`config.mk`:
```
export PLATFORM = sky130hd
export DESIGN_NAME = ni_output_scheduler
export DESIGN_NICKNAME = d
export VERILOG_FILES = /design/src/rtl/ni_pkg.sv /design/src/rtl/ni_starve_counter.sv /design/src/rtl/ni_output_scheduler.sv
export SDC_FILE = /design/constraint.sdc
export NUM_CORES = 1
export LEC_CHECK = 0
export BUFFER_PORTS_ARGS = -buffer_cell sky130_fd_sc_hd__buf_2
export CAP_MARGIN = 40
export CORE_UTILIZATION = 37
export CTS_CLUSTER_DIAMETER = 80
export DETAILED_ROUTE_END_ITERATION = 16
export PLACE_DENSITY_LB_ADDON = 0.12
export SYNTH_ARGS = -nofsm -noshare
export SYNTH_HDL_FRONTEND = slang
export SYNTH_SLANG_ARGS = --single-unit
```
`constraint.sdc`:
```
create_clock -name clk -period 2.2 [get_ports clk]
set_input_delay 0.22 -clock clk [delete_from_list [all_inputs] [get_ports clk]]
set_output_delay 0.22 -clock clk [all_outputs]
set_load 0.01 [all_outputs]
```
`src/rtl/ni_pkg.sv`:
```
// Shared definitions for the sensor NI output path: flit geometry and
// the packet-lock state encoding used by the output scheduler.
package ni_pkg;

    localparam int DATA_WIDTH = 16;
    localparam int HEAD_BIT   = DATA_WIDTH - 1;
    localparam int TAIL_BIT   = DATA_WIDTH - 3;

    typedef enum logic [1:0] {
        IDLE     = 2'd0,
        LOCK_PRI = 2'd1,
        LOCK_REG = 2'd2
    } state_t;

endpackage

```
`src/rtl/ni_starve_counter.sv`:
```
// Saturating count of priority packets granted while regular traffic waits;
// at_limit tells the scheduler to force the next boundary grant to regular.
module ni_starve_counter #(
    parameter int LIMIT     = 4,
    parameter int CNT_WIDTH = 3
) (
    input  logic clk,
    input  logic rst,
    input  logic inc,
    input  logic clr,
    output logic at_limit
);

    localparam logic [CNT_WIDTH-1:0] LIMIT_V = CNT_WIDTH'(LIMIT);

    logic [CNT_WIDTH-1:0] cnt;

    // NOTE: sequential state uses non-blocking assignments so every flop
    // samples pre-edge values regardless of statement order.
    always_ff @(posedge clk) begin
        if (rst) begin
            cnt <= '0;
        end else if (clr) begin
            cnt <= '0;
        end else if (inc && cnt != LIMIT_V) begin
            cnt <= cnt + CNT_WIDTH'(1);
        end
    end

    assign at_limit = (cnt == LIMIT_V);

endmodule

```
`src/rtl/ni_output_scheduler.sv`:
```
// Packet-aware arbiter sharing the NI output port between the priority and
// regular FWFT FIFOs; a grant is held from head to tail flit.
module ni_output_scheduler #(
    parameter int DATA_WIDTH   = ni_pkg::DATA_WIDTH,
    parameter int STARVE_LIMIT = 4,
    parameter int CNT_WIDTH    = 3
) (
    input  logic                  clk,
    input  logic                  rst,
    input  logic                  pri_empty,
    input  logic [DATA_WIDTH-1:0] pri_data,
    output logic                  pri_read,
    input  logic                  reg_empty,
    input  logic [DATA_WIDTH-1:0] reg_data,
    output logic                  reg_read,
    input  logic                  output_bussy,
    output logic                  output_req,
    output logic [DATA_WIDTH-1:0] output_data,
    output logic                  output_sel,
    output logic                  err_hdr
);

    import ni_pkg::*;

    localparam int HEAD_IDX = DATA_WIDTH - 1;
    localparam int TAIL_IDX = DATA_WIDTH - 3;

    if (STARVE_LIMIT < 1 || STARVE_LIMIT > (2 ** CNT_WIDTH) - 1) begin : g_bad_limit
        $error("STARVE_LIMIT must fit in CNT_WIDTH bits");
    end

    state_t state;
    logic   at_limit;
    logic   xfer;
    logic   at_boundary;
    logic   flit_head;
    logic   flit_tail;

    // NOTE: every always_comb output gets a default first so no path leaves
    // a signal unassigned and infers a latch.
    always_comb begin
        output_sel = 1'b0;
        output_req = 1'b0;
        unique case (state)
            IDLE: begin
                if (!reg_empty && (pri_empty || at_limit)) begin
                    output_req = 1'b1;
                end else if (!pri_empty) begin
                    output_sel = 1'b1;
                    output_req = 1'b1;
                end
            end
            LOCK_PRI: begin
                output_sel = 1'b1;
                output_req = !pri_empty;
            end
            LOCK_REG: output_req = !reg_empty;
            default:  output_req = 1'b0;
        endcase
        // Nothing is offered while reset is held, so no flit can leave unpopped.
        if (rst) output_req = 1'b0;
    end

    assign output_data = output_sel ? pri_data : reg_data;
    assign xfer        = output_req && !output_bussy;
    assign pri_read    = xfer && output_sel;
    assign reg_read    = xfer && !output_sel;
    assign at_boundary = (state == IDLE);
    assign flit_head   = output_data[HEAD_IDX];
    assign flit_tail   = output_data[TAIL_IDX];

    ni_starve_counter #(
        .LIMIT    (STARVE_LIMIT),
        .CNT_WIDTH(CNT_WIDTH)
    ) u_starve (
        .clk     (clk),
        .rst     (rst),
        .inc     (xfer && at_boundary && output_sel && !reg_empty),
        .clr     (xfer && at_boundary && !output_sel),
        .at_limit(at_limit)
    );

    always_ff @(posedge clk) begin
        if (rst) begin
            state   <= IDLE;
            err_hdr <= 1'b0;
        end else begin
            err_hdr <= xfer && at_boundary && !flit_head;
            unique case (state)
                IDLE: begin
                    // A headless boundary flit is sent as a lone packet, never locking.
                    if (xfer && flit_head && !flit_tail) begin
                        state <= output_sel ? LOCK_PRI : LOCK_REG;
                    end
                end
                LOCK_PRI, LOCK_REG: begin
                    if (xfer && flit_tail) state <= IDLE;
                end
                default: state <= IDLE;
            endcase
        end
    end

endmodule

```
# Word-level counts from Yosys, hierarchy flattened
# Cells that the tools add are included.
[op_classes]
n_mux = 11
n_addsub = 1
eq_ne = 6
reduce_logical = 24
[op_table]
columns = ["op", "n"]
rows = [
  ["$mux W16", 1],
  ["$logic_and A1 B1 Y1", 13],
  ["$logic_not A1 Y1", 6],
  ["$mux W2", 3],
  ["$mux W1", 4],
  ["$pmux W2 S2", 1],
  ["$reduce_or A2 Y1", 2],
  ["$add A3 B1 Y3 const B", 1],
  ["$eq A3 B3 Y1 const B", 1],
  ["$ne A3 B3 Y1 const B", 1],
  ["$pmux W1 S3", 1],
  ["$eq A2 B1 Y1 const B", 1],
  ["$eq A2 B2 Y1 const B", 1],
  ["$logic_not A2 Y1", 1],
  ["$ne A2 B1 Y1 const B", 1],
  ["$ne A2 B2 Y1 const B", 1],
  ["$pmux W1 S2", 1],
  ["$reduce_and A2 Y1", 1],
  ["$logic_or A1 B1 Y1", 1],
]
[totals]
register_bits = 6
word_cells = 45
output_inout_bits = 21

# Depth between registers and ports, before layout
[logic_depth]
ltp_word = 11
ltp_mapped = 8
mapped_depth_nobuf = 7

# Cells and area by module
# From an unflattened synthesis, not the netlist that was laid out.
[hier_totals]
cells_unflattened = 71
hier_area_um2 = 676.9
[modules_own_cells]
columns = ["module", "cells_each", "area_per_inst_um2", "instances"]
rows = [
  ["ni_output_scheduler", 53, 489.2, 1],
  ["ni_starve_counter", 18, 187.7, 1],
]

# Worst setup path before layout
# Ideal clock, no wire load.
[synth_timing]
path_kind = "register -> output"
startpoint = "register state[0]"
endpoint = "output output_data[10]"
stages_incl_launch_ff = 7
slack_ns = 0.193
arrival_time_ns = 1.787
path_buffers = 1
cell_sequence = "dfxtp_1 -> inv_1 -> ha_1 -> nor2b_1 -> o21ai_0 -> clkbuf_1 -> mux2_2"
[synth_via]
elab_chain_cells = 3
word_cells_on_any_way = 4
cone_classes = "eq/ne (1); mux (2); reduce/logical (1)"
[synth_rtl]
columns = ["element", "line", "rtl"]
rows = [
  ["start: declaration", "ni_output_scheduler.sv:32", "state_t state;"],
  ["start signal: assignment", "ni_output_scheduler.sv:93", "state <= output_sel ? LOCK_PRI : LOCK_REG;"],
  ["$eq A2 B1 Y1 or $logic_not A2 Y1 (tied branches)", "ni_output_scheduler.sv:44", "unique case (state)"],
  ["$pmux W1 S2 *", "ni_output_scheduler.sv:44", ""],
  ["$mux W16 *", "ni_output_scheduler.sv:64", "assign output_data = output_sel ? pri_data : reg_data;"],
  ["end: declaration", "ni_output_scheduler.sv:18", "output logic [DATA_WIDTH-1:0] output_data,"],
]
# Every way passes the cells marked *; elsewhere a longest branch is shown, timed or not.

# Final worst setup path
[layout_timing]
startpoint = "register state[0]"
endpoint = "register state[0]"
[layout_via]
elab_chain_cells = 8
word_cells_on_any_way = 19
cone_classes = "eq/ne (4); mux (7); reduce/logical (8)"
[layout_rtl]
columns = ["element", "line", "rtl"]
rows = [
  ["$eq A2 B2 Y1, or another cell as far along", "ni_output_scheduler.sv:44, ni_output_scheduler.sv:89", ""],
  ["$pmux W1 S3", "ni_output_scheduler.sv:44", ""],
  ["$mux W1", "ni_output_scheduler.sv:61", "if (rst) output_req = 1'b0;"],
  ["$logic_and A1 B1 Y1", "ni_output_scheduler.sv:65", "assign xfer = output_req && !output_bussy;"],
  ["$logic_and A1 B1 Y1 (2 in series)", "ni_output_scheduler.sv:92", "if (xfer && flit_head && !flit_tail) begin"],
  ["$ne A2 B1 Y1 (no source line)", "-", ""],
  ["$reduce_and A2 Y1 (no source line)", "-", ""],
]
# Several ways; a longest one is shown, not always the timed one. The select of a mux whose other input is x is not followed.
# A chain may end at the register's enable or synchronous reset.

==> out/metrics.json <==
{
  "floorplan": {
    "width_of_the_die_um": 44.9,
    "coreArea_um2": 1730,
    "pin_count": 58,
    "dieArea_um2": 2020,
    "start_util_pct": 39.5,
    "dieHeight_um": 44.9,
    "rows": 15
  },
  "synthesis": {
    "netlist-cell-type-count": 29,
    "dominantRegCellSynth": "dfxtp_1",
    "ys.warnings.count": 0,
    "synth.area.top_cells": "mux2_2, dfxtp_1, ha_1",
    "synth-seq-cells": 6,
    "synth_fp_nets": 119,
    "yosysSeqAreaShare_pct": 17.6,
    "post-synth-top-area-cell": "mux2_2",
    "synthesis.area_per_instance_um2": 8.97,
    "synth.top_cells.by_count": "mux2_2, inv_1, dfxtp_1, ha_1, nor2_1",
    "post-synth-top-area-fraction_pct": 23.1,
    "synth_enable_flop_cells": 0,
    "syn_inst": 76,
    "post_syn_area_um2": 682,
    "synth-async-reset-ratio_pct": 0,
    "synth.most_common_cell": "mux2_2"
  },
  "route": {
    "antenna_violating_nets_post_route": 0,
    "remaining_drc_errors": 0,
    "drt-vias-per-instance": 5.07,
    "route.final.wire_length_mm": 1.98,
    "routedWlPerCell_um": 12.2,
    "dr_total_vias": 826,
    "initialDrtViolationCount": 8,
    "detail_route.first_pass.iterations": 4
  },
  "global_route": {
    "grt_util_met3_pct": 3.20,
    "groute.layer.met2.usage_pct": 31.9,
    "grt_pass1_vias": 734,
    "wire_length_of_the_first_global_routing_pass_mm": 2.90,
    "grt_antenna_before_repair": 0,
    "busiest_layer": "met2",
    "grt_overflow_total": 0,
    "track_usage_pct": 19.2,
    "grtUsageMet1_pct": 23.8,
    "grt_start_max_net_pins": 9
  },
  "final_layout": {
    "syn2layout_area_growth_pct": 62.4,
    "final_net_count": 183,
    "stdcell_count": 163,
    "antenna_cells": 0,
    "final_area_um2": 1110,
    "layout-drive-gt1-share_pct": 65.9
  },
  "setup_path": {
    "r2r.worst_path.cells": 6,
    "cp_max_fanout": 3,
    "worstPathBufferInverterCount": 0,
    "reg2reg_setup_slack_ps": 120,
    "timing.critical_path.max_delay_family": "compound AO/OA/AOI/OAI gates",
    "worst-setup-path-type": "flip-flop to flip-flop",
    "last_element_of_the_critical_path": "state[0]",
    "cp.arrival_ps": 2220,
    "worst_r2r_startpoint": "state[0]",
    "timing.critical_path.from": "state[0]",
    "slowest_stage_delay_cp_ps": 440,
    "critPathCaptureType": "flip-flop",
    "crit_path_top_delay_cell": "a2111o_1",
    "critPathLaunchType": "flip-flop",
    "cp.depth": 6,
    "cp_data_required_time_ps": 2340,
    "worst_r2r_endpoint": "state[0]",
    "worstPathCellList": "ha_1, or3_4, a21o_1, a211o_1, a2111o_1, o31ai_1"
  },
  "sta": {
    "clock.fmax_ghz": 0.482,
    "final_hold_vios": 0,
    "finalMaxSlewViolations": 0,
    "final.period_utilization_pct": 94.3,
    "final_critical_path_required_period_ps": 2080,
    "finalSetupViolCount": 0,
    "setup_tns_ps": 0,
    "tightestPinTransition_ps": 375,
    "fin_ws_ps": 124,
    "grt_setup_unrepaired": "no",
    "relSlewSlack_pct": 75.0,
    "skew_ps": 1.38
  },
  "flow_run": {
    "cap_viol_max_count": 0
  },
  "clocking": {
    "clk_path_buf_depth": 2,
    "clockRootBuffer": "clkbuf_4",
    "cts_tree": "yes",
    "cts.sinks": 6,
    "cts_hold_buffers": 0,
    "insertion_delay_ps": 240,
    "ctsHtreeMaxLevel": 1,
    "clk_transition_reported_paths_ps": 40,
    "cts-buffers-inserted": 3
  },
  "placement": {
    "place.gp.congestion": 0.859,
    "dp_worst_setup_slack_ps": 187,
    "dpl_cell_area_um2": 995,
    "place_inst": 157,
    "port_buffers": 57,
    "hpwlAfterDp_mm": 1.51
  },
  "power": {
    "ir_drop_v": 0.000302,
    "power.density_cell_area_nw_per_um2": 389,
    "power_leakage_uw": 0.000555
  },
  "worst_hold_path": {
    "holdCritPathClass": "input pin to flip-flop",
    "hold_path_depth": 2
  },
  "status": {
    "result_of_the_run": "finished, final reports clean"
  }
}
[sequential cells by signal, summed over array words and instances (netlist names)]
register and flops:
err_hdr 1, state 2, u_starve.cnt 3
[cell families (layout without fill, tap and decap cells)]
logic type | Yosys count | count (layout) | synth area share [%]
mux | 14 | 14 | 23.1
buf+inv | 10 | 72 | 6.61
flops | 6 | 6 | 17.6
compound gates | 25 | 25 | 27.9
simple gates | 15 | 15 | 13.8
fa+ha+maj | 6 | 6 | 11.0
[power breakdown]
group	total (uW)	switching (uW)	internal [uW]	leakage, uW
Clock	96.0	34.6	61.3	0.0000138
Sequential	116	2.71	113	0.0000491
Combinational	220	101	119	0.000493
Total	431	138	293	0.000555
[through the flow]
step / hold slack [ps] / power, uW / utilization (%)
floorplan: 400 / 232 / -
global placement: 500 / 310 / 57.6
detailed placement: 506 / 312 / 57.6
CTS: 248 / 423 / 61.5
global route: 246 / 466 / 64.1
finish: 253 / 431 / 64.1
[layer usage]
| layer | vias to the layer above | part of all wire (%) |
|---|---|---|
| li1 | 414 | - |
| met3 | 6 | 6.8 |
| met2 | 41 | 51 |
| met4 | 0 | 2.0 |
| met5 | - | 0 |
| met1 | 365 | 40 |
[worst min path at each step]
stage                                 end  from
after CTS                 u_starve.cnt[2]   rst
final                     u_starve.cnt[2]   rst
after global placement    u_starve.cnt[0]   rst
after detailed placement  u_starve.cnt[2]   rst
after floorplan           u_starve.cnt[2]   rst
after global routing      u_starve.cnt[2]   rst
[timing repair]
item / 4_1_cts / 5_1_grt
pin swaps: 0 / 1
gates resized for setup: 5 / 11
setup buffers: 2 / 0
endpoints found under the setup margin: 14 / 15
cloned: 1 / 0
[placed cells by master, fill, tap and decap left out, types with 3 or more instances in the layout]
cell,n
buf_6,3
o21bai_1,3
buf_2,57
nor2_1,6
mux2_2,14
a21oi_1,4
o211ai_1,3
inv_1,5
ha_1,4
dfxtp_1,5
clkbuf_4,3
[final cells by class]
type | instances | area, um2
fillers | 172 | 619
multi-input cells | 60 | 572
repair buffers | 62 | 334
flip-flops and latches | 6 | 121
well taps | 25 | 31.3
inverters | 7 | 26.3
clock buffers | 3 | 22.5
No activity file was read; power rests on OpenSTA's default activity.
